File: config.mk
export PLATFORM = sky130hd
export DESIGN_NAME = fetch_decode_ctrl
export DESIGN_NICKNAME = d
export VERILOG_FILES = /design/src/rtl/fetch_decode_ctrl.sv
export SDC_FILE = /design/constraint.sdc
export NUM_CORES = 1
export LEC_CHECK = 0
export CAP_MARGIN = 10
export CORE_UTILIZATION = 48
export CTS_CLUSTER_DIAMETER = 80
export DETAILED_ROUTE_END_ITERATION = 16
export PLACE_DENSITY_LB_ADDON = 0.3
export SLEW_MARGIN = 20
export SYNTH_ARGS = -nofsm -noshare
export SYNTH_HDL_FRONTEND = slang
export SYNTH_SLANG_ARGS = --single-unit
File: constraint.sdc
create_clock -name clk -period 2.9 [get_ports clk]
set_clock_uncertainty 0.15 [all_clocks]
set_input_delay 0.58 -clock clk [delete_from_list [all_inputs] [get_ports clk]]
set_output_delay 0.58 -clock clk [all_outputs]
set_load 0.02 [all_outputs]
File: src/rtl/fetch_decode_ctrl.sv
// Instruction fetch / immediate-format decode / issue controller with one outstanding fetch.
// Optional build macro FETCH_ILLEGAL_TRAP_EN: an invalid opcode halts with a sticky illegal flag.
module fetch_decode_ctrl #(
    parameter logic [31:0] RESET_PC = 32'h0000_0000
) (
    input  logic        clk,
    input  logic        reset_n,
    output logic        imem_req,
    output logic [31:0] imem_addr,
    input  logic        imem_ack,
    input  logic [31:0] imem_rdata,
    output logic [31:0] inst_q,
    output logic [2:0]  imm_fmt,
    output logic [31:0] dec_pc,
    output logic        dec_valid,
    input  logic        dec_ready,
    input  logic        redirect_valid,
    input  logic [31:0] redirect_pc,
    output logic        illegal
);

    typedef enum logic [2:0] {
        IDLE   = 3'd0,
        FETCH  = 3'd1,
        DECODE = 3'd2,
        ISSUE  = 3'd3,
        HALT   = 3'd4
    } state_t;

    localparam logic [31:0] ADDR_MASK = 32'hFFFF_FFFC;
    localparam logic [31:0] PC_RESET  = RESET_PC & ADDR_MASK;

    state_t      state_r, state_s;
    logic [31:0] pc_r, pc_s;
    logic        kill_r, kill_s;
    logic        req_r, req_s;
    logic [31:0] addr_r, addr_s;
    logic        valid_r, valid_s;
    logic [31:0] inst_r, inst_s;
    logic [31:0] dpc_r, dpc_s;
    logic [2:0]  fmt_r, fmt_s;
    logic [31:0] redir_pc_s;
`ifdef FETCH_ILLEGAL_TRAP_EN
    logic        illegal_r, illegal_s;
`endif

    // Immediate format from the major opcode; unknown opcodes fall back to R (0).
    function automatic logic [2:0] decode_fmt(input logic [31:0] inst);
        logic [2:0] fmt;
        fmt = 3'd0;
        if (inst[1:0] == 2'b11) begin
            case (inst[6:2])
                5'b01101, 5'b00101:           fmt = 3'd4;
                5'b11011:                     fmt = 3'd5;
                5'b11000:                     fmt = 3'd3;
                5'b01000:                     fmt = 3'd2;
                5'b11001, 5'b00000, 5'b00100: fmt = 3'd1;
                5'b01100:                     fmt = 3'd0;
                default:                      fmt = 3'd0;
            endcase
        end else begin
            fmt = 3'd0;
        end
        return fmt;
    endfunction

`ifdef FETCH_ILLEGAL_TRAP_EN
    function automatic logic opcode_known(input logic [31:0] inst);
        logic ok;
        ok = 1'b0;
        if (inst[1:0] == 2'b11) begin
            case (inst[6:2])
                5'b01101, 5'b00101, 5'b11011, 5'b11000, 5'b01000,
                5'b11001, 5'b00000, 5'b00100, 5'b01100: ok = 1'b1;
                default:                                ok = 1'b0;
            endcase
        end else begin
            ok = 1'b0;
        end
        return ok;
    endfunction
`endif

    assign redir_pc_s = redirect_pc & ADDR_MASK;

    // Next-state and next-output computation.
    always_comb begin
        state_s = state_r;
        pc_s    = pc_r;
        kill_s  = kill_r;
        inst_s  = inst_r;
        dpc_s   = dpc_r;
        fmt_s   = fmt_r;
`ifdef FETCH_ILLEGAL_TRAP_EN
        illegal_s = illegal_r;
`endif
        case (state_r)
            IDLE: begin
                state_s = FETCH;
                if (redirect_valid) begin
                    pc_s = redir_pc_s;
                end else begin
                    pc_s = pc_r;
                end
            end
            FETCH: begin
                if (imem_ack) begin
                    // A killed (or same-cycle redirected) response is dropped; stay and re-fetch.
                    if (kill_r || redirect_valid) begin
                        kill_s = 1'b0;
                        pc_s   = redirect_valid ? redir_pc_s : pc_r;
                    end else begin
                        inst_s  = imem_rdata;
                        dpc_s   = pc_r;
                        state_s = DECODE;
                    end
                end else if (redirect_valid) begin
                    pc_s   = redir_pc_s;
                    kill_s = 1'b1;
                end else begin
                    kill_s = kill_r;
                end
            end
            DECODE: begin
                fmt_s = decode_fmt(inst_r);
                if (redirect_valid) begin
                    pc_s    = redir_pc_s;
                    state_s = FETCH;
                end
`ifdef FETCH_ILLEGAL_TRAP_EN
                else if (!opcode_known(inst_r)) begin
                    state_s   = HALT;
                    illegal_s = 1'b1;
                end
`endif
                else begin
                    state_s = ISSUE;
                end
            end
            ISSUE: begin
                // Redirect wins over the handshake; the offered instruction still counts as taken.
                if (redirect_valid) begin
                    pc_s    = redir_pc_s;
                    state_s = FETCH;
                end else if (dec_ready) begin
                    pc_s    = pc_r + 32'd4;
                    state_s = FETCH;
                end else begin
                    state_s = ISSUE;
                end
            end
            HALT: begin
                if (redirect_valid) begin
                    pc_s    = redir_pc_s;
                    state_s = FETCH;
`ifdef FETCH_ILLEGAL_TRAP_EN
                    illegal_s = 1'b0;
`endif
                end else begin
                    state_s = HALT;
                end
            end
            default: begin
                state_s = IDLE;
            end
        endcase
        req_s   = (state_s == FETCH);
        valid_s = (state_s == ISSUE);
        // The address of an outstanding request is held until its response arrives.
        addr_s  = (req_s && kill_s) ? addr_r : pc_s;
    end

    // State and registered-output update.
    always_ff @(posedge clk) begin
        if (!reset_n) begin
            state_r <= IDLE;
            pc_r    <= PC_RESET;
            kill_r  <= 1'b0;
            req_r   <= 1'b0;
            addr_r  <= PC_RESET;
            valid_r <= 1'b0;
            inst_r  <= 32'h0000_0000;
            dpc_r   <= 32'h0000_0000;
            fmt_r   <= 3'd0;
        end else begin
            state_r <= state_s;
            pc_r    <= pc_s;
            kill_r  <= kill_s;
            req_r   <= req_s;
            addr_r  <= addr_s;
            valid_r <= valid_s;
            inst_r  <= inst_s;
            dpc_r   <= dpc_s;
            fmt_r   <= fmt_s;
        end
    end

`ifdef FETCH_ILLEGAL_TRAP_EN
    // Sticky illegal-opcode flag.
    always_ff @(posedge clk) begin
        if (!reset_n) begin
            illegal_r <= 1'b0;
        end else begin
            illegal_r <= illegal_s;
        end
    end
    assign illegal = illegal_r;
`else
    assign illegal = 1'b0;
`endif

    assign imem_req  = req_r;
    assign imem_addr = addr_r;
    assign dec_valid = valid_r;
    assign inst_q    = inst_r;
    assign dec_pc    = dpc_r;
    assign imm_fmt   = fmt_r;

endmodule

==> summary.md <==
| Metric | Value |
|---|---|
| Status | `completed` |
| Total global routing track utilization | `33.0%` |
| CP Cell Sequence | `nor4bb_1 > a2bb2oi_1 > and4_1 > buf_4 > nand2_1 > a21oi_1` |
| Hold Crit Depth | `2` |
| Initial DRC count | `823` |
| Finished layout cell area | `8740 µm²` |
| Top cell type's share of synthesized area | `46.3%` |
| CTS Buffer Depth | `2` |
| Synth area leaders | `dfxtp_1 (46%), nand2_1 (10%), a21oi_1 (7.4%)` |
| Hold Buf Count CTS | `0` |
| ANT cells | `0` |
| Post-synth EDFFs | `0` |
| Startpoint types | `register` |
| Gpl congestion | `0.953` |
| Internal power | `3.76 mW` |
| 1st-pass router iterations | `5` |
| Overall power | `5.06 mW` |
| Reg area | `2800 µm²` |
| Slowest cell on crit path | `dfxtp_1` |
| PortBufs | `167` |
| Sequential Power Share | `41.5%` |
| Cells after Synth | `758` |
| H-tree Lvls | `4` |
| Max-Cap Viols | `0` |
| Routed Wire Length | `21500 µm` |
| Met2 WL post-DR | `9700 µm` |
| Psw | `1.30 mW` |
| Critical Path End Type | `register` |
| Synth area leader | `dfxtp_1` |
| Tcrit/Tclk final | `92.3%` |
| # nets final | `1000` |
| Ratio of cells with drive above 1 in the final layout | `10.1%` |
| Setup bufs post-CTS | `0` |
| Worst Hold Class | `register to register` |
| Setup TNS | `0 ns` |
| Worst-path clk slew | `0.06 ns` |
| Crit path DAT | `2.88 ns` |
| Core footprint | `12200 µm²` |
| Final core occ | `71.9%` |
| Hold endpoint | `inst_q[30]` |
| First-pass GRT wire length | `32700 µm` |
| Die area | `13100 µm²` |
| Initial antenna violation count | `0` |
| Max layer used | `met4` |
| Syn nets | `828` |
| Sequential fraction of the synthesis area | `46.3%` |
| Hold WS | `0.304 ns` |
| Total CTS buffers | `17` |
| P_leak | `3.13 nW` |
| Starting Density | `49.8%` |
| F_max | `374 MHz` |
| Worst VDD drop | `0.000428 V` |
| Kind of critical path | `register to register` |
| CTS resizes | `0` |
| Footprint of the multi-input gates | `2980 µm²` |
| Hpwl dp | `15100 µm` |
| Syn Area/Cell | `7.99 µm²` |
| Via-to-Cell Ratio | `5.95` |
| Pin count of the biggest net entering global routing | `60` |
| Filler Cells Inserted | `978` |
| Worst setup path startpoint | `state_r[0]` |
| Vias in the first global route | `6107` |
| CP Data Required Time | `3.10 ns` |
| Io pins | `171` |
| Antenna Violating Nets Remaining | `0` |
| Synth Register Bits | `140` |
| Pins over their slew limit | `0` |
| Most frequent cell after synthesis | `nand2_1` |
| Drt drc | `0` |
| Hold Crit Start | `inst_q[30]` |
| Commonest cells post-synth | `nand2_1 (161), dfxtp_1 (140), a21oi_1 (90)` |
| Switch share | `25.6%` |
| Pwr Density | `579 nW/µm²` |
| Netlist cell types | `69` |
| Max Fanout on Critical Path | `16` |
| RSZ-0062 raised after global routing | `no` |
| Worst R2R Setup Slack | `0.22 ns` |
| Clk pwr share | `45.5%` |
| Synth warnings | `0` |
| Period minus WS final | `2.68 ns` |
| Rows | `40` |
| Area after DPL | `8120 µm²` |
| FF-to-FF End | `imem_addr[14]` |
| Clock Sinks | `140` |
| Setup Viol. Count Final | `0` |
| Logic pwr share | `13.0%` |
| Final hold viol count | `0` |
| GRT Residual Overflow | `0` |
| Via count | `6614` |
| WL/cell | `19.3 µm` |
| Root cell of the clock tree | `clkbuf_16` |
| Area grow syn2layout | `44.2%` |
| Worst r2r src | `state_r[0]` |
| Cell area after synthesis | `6060 µm²` |
| R2r worst-path depth | `6` |
| Top FF cell, synth | `dfxtp_1` |
| Metal3 WL | `1980 µm` |
| Skew-Pair Late Insertion Delay | `0.43 ns` |
| CTS tree | `yes` |
| Slew @ Worst Pin | `0.657 ns` |
| Slew headroom | `56.2%` |
| Async SR Flop Fraction | `0%` |
| Die Wd | `114 µm` |
| Max stage delay on crit path | `0.71 ns` |
| Post-Route M1 WL | `9430 µm` |
| Die Height | `114 µm` |
==> power groups by stage <==
stage	sequential (mW)	combinational [mW]	clock, mW
final	2.10	0.657	2.30
after global routing	2.11	0.699	2.40
after global placement	2.13	0.633	0
after detailed placement	2.14	0.645	0
after floorplan	2.18	0.253	0
after CTS	2.10	0.650	2.31
==> layout make-up <==
class | count | area share [%]
clock buffers | 18 | 4.91
clock inverters | 14 | 2.21
inverters | 11 | 0.473
multi-input cells | 547 | 34.1
flip-flops and latches | 140 | 32.1
well taps | 168 | 2.41
repair buffers | 213 | 23.8
==> metrics by stage <==
step | cells | setup WS [ns]
floorplan | 758 | 0.655
global placement | 1079 | 0.119
detailed placement | 1079 | 0.0283
CTS | 1111 | 0.271
global route | 1111 | 0.181
finish | 1111 | 0.224
==> sequential cells by signal, summed over array words and instances (netlist names), named ones only <==
| signal | cells |
|---|---|
| imem_req | 1 |
| dec_pc | 32 |
| pc_r | 32 |
| inst_q | 32 |
| dec_valid | 1 |
| state_r | 3 |
| imem_addr | 32 |
| kill_r | 1 |
| imm_fmt | 3 |
==> per-layer routing <==
layer	GRT usage (%)	up-vias
met3	7.62	31
met2	50.5	397
met5	0	-
met4	9.70	0
met1	46.4	3118
li1	-	3068
==> worst max-delay path: cells and delay by family, from the launching register on <==
kind,cells,cell delay (ns)
compound gates,2,0.48
buf+inv,1,0.28
flops,1,0.71
simple gates,3,0.98
==> cell usage in the layout (no fill, tap or decap), types with 10 or more instances in the layout <==
| cell type | n |
|---|---|
| nor4_1 | 11 |
| nor2_1 | 32 |
| buf_4 | 41 |
| o21ai_0 | 36 |
| clkbuf_16 | 17 |
| dfxtp_1 | 140 |
| a21oi_1 | 90 |
| nand4_1 | 23 |
| and3_1 | 10 |
| and2_1 | 10 |
| a31oi_1 | 10 |
| clkdlybuf4s50_1 | 167 |
| inv_1 | 10 |
| nand2_1 | 160 |
| nand3_1 | 34 |
| nor3_1 | 13 |
==> kinds of logic after synthesis <==
logic type / after synthesis / synth area share [%]
fa+ha+maj: 2 / 0.372
simple gates: 333 / 26.7
other cells: 1 / 0.0619
flops: 140 / 46.3
buf+inv: 71 / 4.69
mux: 6 / 1.01
xor+xnor: 1 / 0.145
compound gates: 204 / 20.7
==> worst max-delay path by stage <==
stage          slack (ns)  cells past startpoint             to
2_1_floorplan        0.66                      7  imem_addr[21]
3_3_place_gp         0.12                      7  imem_addr[13]
3_5_place_dp         0.03                      7  imem_addr[13]
4_1_cts              0.27                      6  imem_addr[14]
5_1_grt              0.18                      6   imem_addr[1]
6_report             0.22                      6  imem_addr[14]
Note: power is estimated with default switching activity, not from simulation.
